### config.mk
export PLATFORM = sky130hd
export DESIGN_NAME = mux_rr_reg
export DESIGN_NICKNAME = d
export VERILOG_FILES = /design/src/rtl/mux_pkg.sv /design/src/rtl/rr_pick.sv /design/src/rtl/mux_rr_reg.sv
export SDC_FILE = /design/constraint.sdc
export NUM_CORES = 1
export LEC_CHECK = 0
export CORE_AREA = 2 2 57 59
export CTS_CLUSTER_DIAMETER = 200
export DETAILED_ROUTE_END_ITERATION = 10
export DIE_AREA = 0 0 59 61
export PLACE_DENSITY = 0.78
export REMOVE_ABC_BUFFERS = 1
export SLEW_MARGIN = 20
export SYNTH_ARGS = -nofsm -noshare
export SYNTH_HDL_FRONTEND = slang
export SYNTH_SLANG_ARGS = --single-unit
### constraint.sdc
create_clock -name clk -period 3.23 [get_ports clk]
set_clock_uncertainty 0.05 [all_clocks]
set_input_delay 0.4845 -clock clk [delete_from_list [all_inputs] [get_ports clk]]
set_output_delay 0.4845 -clock clk [all_outputs]
set_load 0.03 [all_outputs]
### src/rtl/mux_pkg.sv
// Shared types for the registered round-robin multiplexer.
package mux_pkg;

  typedef enum logic {
    MODE_MANUAL = 1'b0,
    MODE_RR     = 1'b1
  } mode_e;

  typedef enum logic {
    EMPTY = 1'b0,
    FULL  = 1'b1
  } out_state_e;

endpackage

### src/rtl/rr_pick.sv
// Combinational picker: first asserted request at or after ptr, wrapping at N.
module rr_pick #(
  parameter  int N     = 4,
  localparam int SEL_W = $clog2(N)
) (
  input  logic [N-1:0]     req,
  input  logic [SEL_W-1:0] ptr,
  output logic             found,
  output logic [SEL_W-1:0] idx
);

  // Outer loop walks distance from ptr, so the first hit is the fairest one.
  always_comb begin
    found = 1'b0;
    idx   = '0;
    for (int unsigned i = 0; i < N; i++) begin
      for (int unsigned k = 0; k < N; k++) begin
        if (!found && req[k] && (k == (32'(ptr) + i) % N)) begin
          found = 1'b1;
          idx   = SEL_W'(k);
        end
      end
    end
  end

endmodule

### src/rtl/mux_rr_reg.sv
// Registered N:1 mux with per-channel valid/ready, manual or round-robin select,
// and a one-entry output register supporting full-throughput backpressure.
module mux_rr_reg
  import mux_pkg::*;
#(
  parameter  int N     = 4,
  parameter  int W     = 8,
  localparam int SEL_W = $clog2(N)
) (
  input  logic             clk,
  input  logic             rst,
  input  logic             mode,
  input  logic [SEL_W-1:0] sel,
  input  logic [N*W-1:0]   in_data,
  input  logic [N-1:0]     in_valid,
  output logic [N-1:0]     in_ready,
  output logic [W-1:0]     out_data,
  output logic [SEL_W-1:0] out_ch,
  output logic             out_valid,
  input  logic             out_ready
);

  out_state_e       state_q, state_d;
  logic [SEL_W-1:0] rr_ptr_q;
  logic [W-1:0]     out_data_q;
  logic [SEL_W-1:0] out_ch_q;

  logic             pick_found;
  logic [SEL_W-1:0] pick_idx;
  logic             grant_ok;
  logic [SEL_W-1:0] grant;
  logic             grant_valid;
  logic [W-1:0]     grant_data;
  logic             can_accept;
  logic             xfer;

  rr_pick #(.N(N)) u_pick (
    .req   (in_valid),
    .ptr   (rr_ptr_q),
    .found (pick_found),
    .idx   (pick_idx)
  );

  assign can_accept = (state_q == EMPTY) | out_ready;

  always_comb begin
    grant_ok = 1'b0;
    grant    = '0;
    if (mode_e'(mode) == MODE_RR) begin
      grant_ok = pick_found;
      grant    = pick_idx;
    end else begin
      grant_ok = (32'(sel) < N);
      grant    = sel;
    end
  end

  // Decode by loop so an out-of-range manual select never indexes past N.
  always_comb begin
    in_ready    = '0;
    grant_valid = 1'b0;
    grant_data  = '0;
    for (int unsigned k = 0; k < N; k++) begin
      if (grant_ok && (grant == SEL_W'(k))) begin
        in_ready[k] = can_accept;
        grant_valid = in_valid[k];
        grant_data  = in_data[k*W +: W];
      end
    end
  end

  assign xfer = grant_valid & can_accept;

  always_comb begin
    state_d = state_q;
    unique case (state_q)
      EMPTY: if (xfer) state_d = FULL;
      FULL: begin
        if (xfer)           state_d = FULL;
        else if (out_ready) state_d = EMPTY;
      end
      default: state_d = EMPTY;
    endcase
  end

  always_ff @(posedge clk) begin
    if (!rst) begin
      state_q    <= EMPTY;
      out_data_q <= '0;
      out_ch_q   <= '0;
      rr_ptr_q   <= '0;
    end else begin
      state_q <= state_d;
      if (xfer) begin
        out_data_q <= grant_data;
        out_ch_q   <= grant;
        if (mode_e'(mode) == MODE_RR)
          rr_ptr_q <= (32'(grant) == N - 1) ? '0 : grant + 1'b1;
      end
    end
  end

  assign out_valid = (state_q == FULL);
  assign out_data  = out_data_q;
  assign out_ch    = out_ch_q;

endmodule

==> metrics.txt <==
DIE WIDTH 59 um; share of flip-flops with an asynchronous set or reset after synthesis 0%; depth of the worst register-to-register path 9; synthesized area divided by synthesized cell count around 9.5 um^2; overall overflow remaining after global route 0; worst hold path type reg2reg; Via Count 1305; Largest delay share family, worst path buffers and inverters; FF+latch count, synth 13; instance count after placement with tap cells included 221; number of antenna violations at the first check in global routing 0; CTS Hold Buffers Added 0; Final Hold Viols 0; WL final 3.84 mm; remaining antenna violation count after routing 0; Crit. End Element output port; M1 WL 1.66 mm; clock period minus worst slack 3.10 ns; count of standard-cell rows 20; net count of the finished layout 241; Slew @ Worst Pin a little over 0.4 ns; sequential element share of the synthesized area 22.6%; final weighted congestion in routability-driven placement 0.920; wire length of the first global-routing pass between 6 and 7 mm; power per cell area 421 nW/um^2; worst path buffer plus inverter count 4; Max-slew headroom 72.7%; met3 wire length 252 um; FMAX around 320 MHz; highest metal layer with signal wires met4; # port buffers 56; YS warnings 0; DR pass1 iterations 4; VDD IR-drop max 0.237 mV; data arrival time of the critical path 2.57 ns; largest net degree at the start of global routing 11; critical path data required time around 2.7 ns; total leakage power 0.737 nW; source-to-sink clock delay at the later pin of the worst-skew pair 0.27 ns; violation count after the first detailed-routing iteration 55; starting utilization of the core area 39.0%; post-synthesis cell type count 45; most used flip-flop cell after synthesis dfxtp_1; setup repair after global routing missed its margin false; area of the core region 2950 um^2; H-tree depth reported by CTS 1; routed via count divided by cell count 5.75; synthesized netlist cell count roughly 120; Final Instance Count excl. Fillers 227; status completed; Top cell by count, worst path buf_4; reported max-cap violation count 0; share of the clock period used by the worst path 96.1%; via count of the first global-routing pass 1429; estimated wirelength of the detail-placed design 3.09 mm; depth of the critical timing path with buffers and inverters included 9; launching element type of the critical path primary input; top-level I/O count 57; area of the die 3600 um^2; worst setup path category in2out; Total Routing Usage GR between 20% and 30%; clock sink total 13; final count of pins violating max slew 0; Post-synth EDFFs 0; number of diodes added for antenna fixing 0; Mapped Area between 1000 and 1500 um^2; highest-delay cell along the critical path clkdlybuf4s50_1; clock-pin slew on the worst setup and hold paths 0.08 ns; crit path cell chain clkdlybuf4s50_1 > or3b_2 > o221ai_1 > mux2_4 > inv_2 > ha_1 > buf_4 > and2_1 > buf_4; chip height just over 60 um; slowest stage delay, CP 0.48 ns; Area Overhead vs Synth 66.8%; DRC violations left 0; Final Core Density 65.0%; maximum number of buffers from clock root to sink 2; CTS tree done; number of buffers created by CTS 3; share of post-route cells with drive strength above 1 29.4%; most common library cell in the layout ignoring fill and taps clkdlybuf4s50_1; length of routed met2 wiring between 1.5 and 2 mm; count of cells along the worst hold path 2; WL/cell 16.9 um; CP max FO 7; highest-count cells in the layout ignoring fill and taps clkdlybuf4s50_1 (52), buf_4 (23), dfxtp_1 (13), nand2b_1 (10), nor2_1 (10); final number of setup-violating endpoints 0; clock root cell clkbuf_4
-- registers in the layout (all words and copies together) (netlist names) --
| register | count |
|---|---|
| out_ch | 2 |
| out_data | 8 |
| out_valid | 1 |
| rr_ptr_q | 2 |
-- synth_stat cells (all sizes together), types with 2 or more instances --
cell type / number / share of area, %
ha: 4 / 4.3
a221oi: 10 / 14
clkbuf: 3 / 1.4
nand2: 8 / 3.3
a31oi: 3 / 3.5
buf: 5 / 3.7
and2: 4 / 2.2
and3: 2 / 1.2
nor2: 10 / 3.3
a32oi: 9 / 6.8
a21oi: 4 / 2.1
mux2i: 3 / 2.6
inv: 4 / 1.3
nand2b: 10 / 5.4
dfxtp: 13 / 23
a221o: 8 / 7.0
nor2b: 4 / 2.2
-- what timing repair did --
item | 4_1_cts | 5_1_grt
setup buffers | 0 | 1
gates resized for setup | 1 | 8
pin swaps | 0 | 3
cloned | 0 | 1
setup endpoints to repair | 1 | 12
-- worst min-delay path, cell delays in order (launching register included) --
cell and delay [ns]:
dfxtp_1 0.37, nand2_1 0.08, mux2i_1 0.06
-- cell families after synthesis --
family | synth area share [%]
buffers and inverters | 6.74
AOI/OAI and AO/OA | 40.9
and+or+nand+nor | 21.8
muxes | 3.59
DFF | 22.6
adders and majority gates | 4.35
-- stage by stage --
step | setup slack, ns | power, mW | hold WS (ns) | setup TNS, ns | area, um^2
after detailed placement | -0.206 | 0.694 | 0.477 | -1.67 | 1840
after CTS | 0.0377 | 0.797 | 0.489 | 0 | 1870
final | 0.126 | 0.809 | 0.499 | 0 | 1920
after floorplan | 0.316 | 0.485 | 0.419 | 0 | 1090
after global routing | 0.0000557 | 0.860 | 0.525 | 0 | 1920
after global placement | -0.0889 | 0.683 | 0.441 | -0.549 | 1840
-- layout make-up --
cell class	instances	area [um^2]
fill	246	1030
timing repair buffer	76	713
sequential	13	260
inverter	5	18.8
tap	33	41.3
multi-input combinational	96	861
clock buffer	4	26.3
-- worst paths after layout --
| check | slack (ns) | end | startpoint |
|---|---|---|---|
| setup / recovery | 0.13 | in_ready[1] | in_valid[2] |
| hold reg to reg | 0.50 | rr_ptr_q[0] | rr_ptr_q[0] |
| setup reg to reg | 0.44 | out_ch[0] | rr_ptr_q[1] |
| hold / removal | 0.50 | rr_ptr_q[0] | rr_ptr_q[0] |
-- metal layers --
| metal | global-route usage [%] | up-vias |
|---|---|---|
| met2 | 39.8 | 52 |
| met4 | 7.14 | 0 |
| met5 | 0 | - |
| li1 | - | 626 |
| met1 | 28.5 | 621 |
| met3 | 3.62 | 6 |
-- power breakdown --
| group | switching [mW] | leakage, nW | total, mW | internal, mW |
|---|---|---|---|---|
| clock network | 0.0517 | 0.0150 | 0.0994 | 0.0478 |
| registers | 0.0245 | 0.107 | 0.216 | 0.191 |
| logic | 0.248 | 0.615 | 0.494 | 0.246 |
Note: power is estimated with default switching activity, not from simulation.
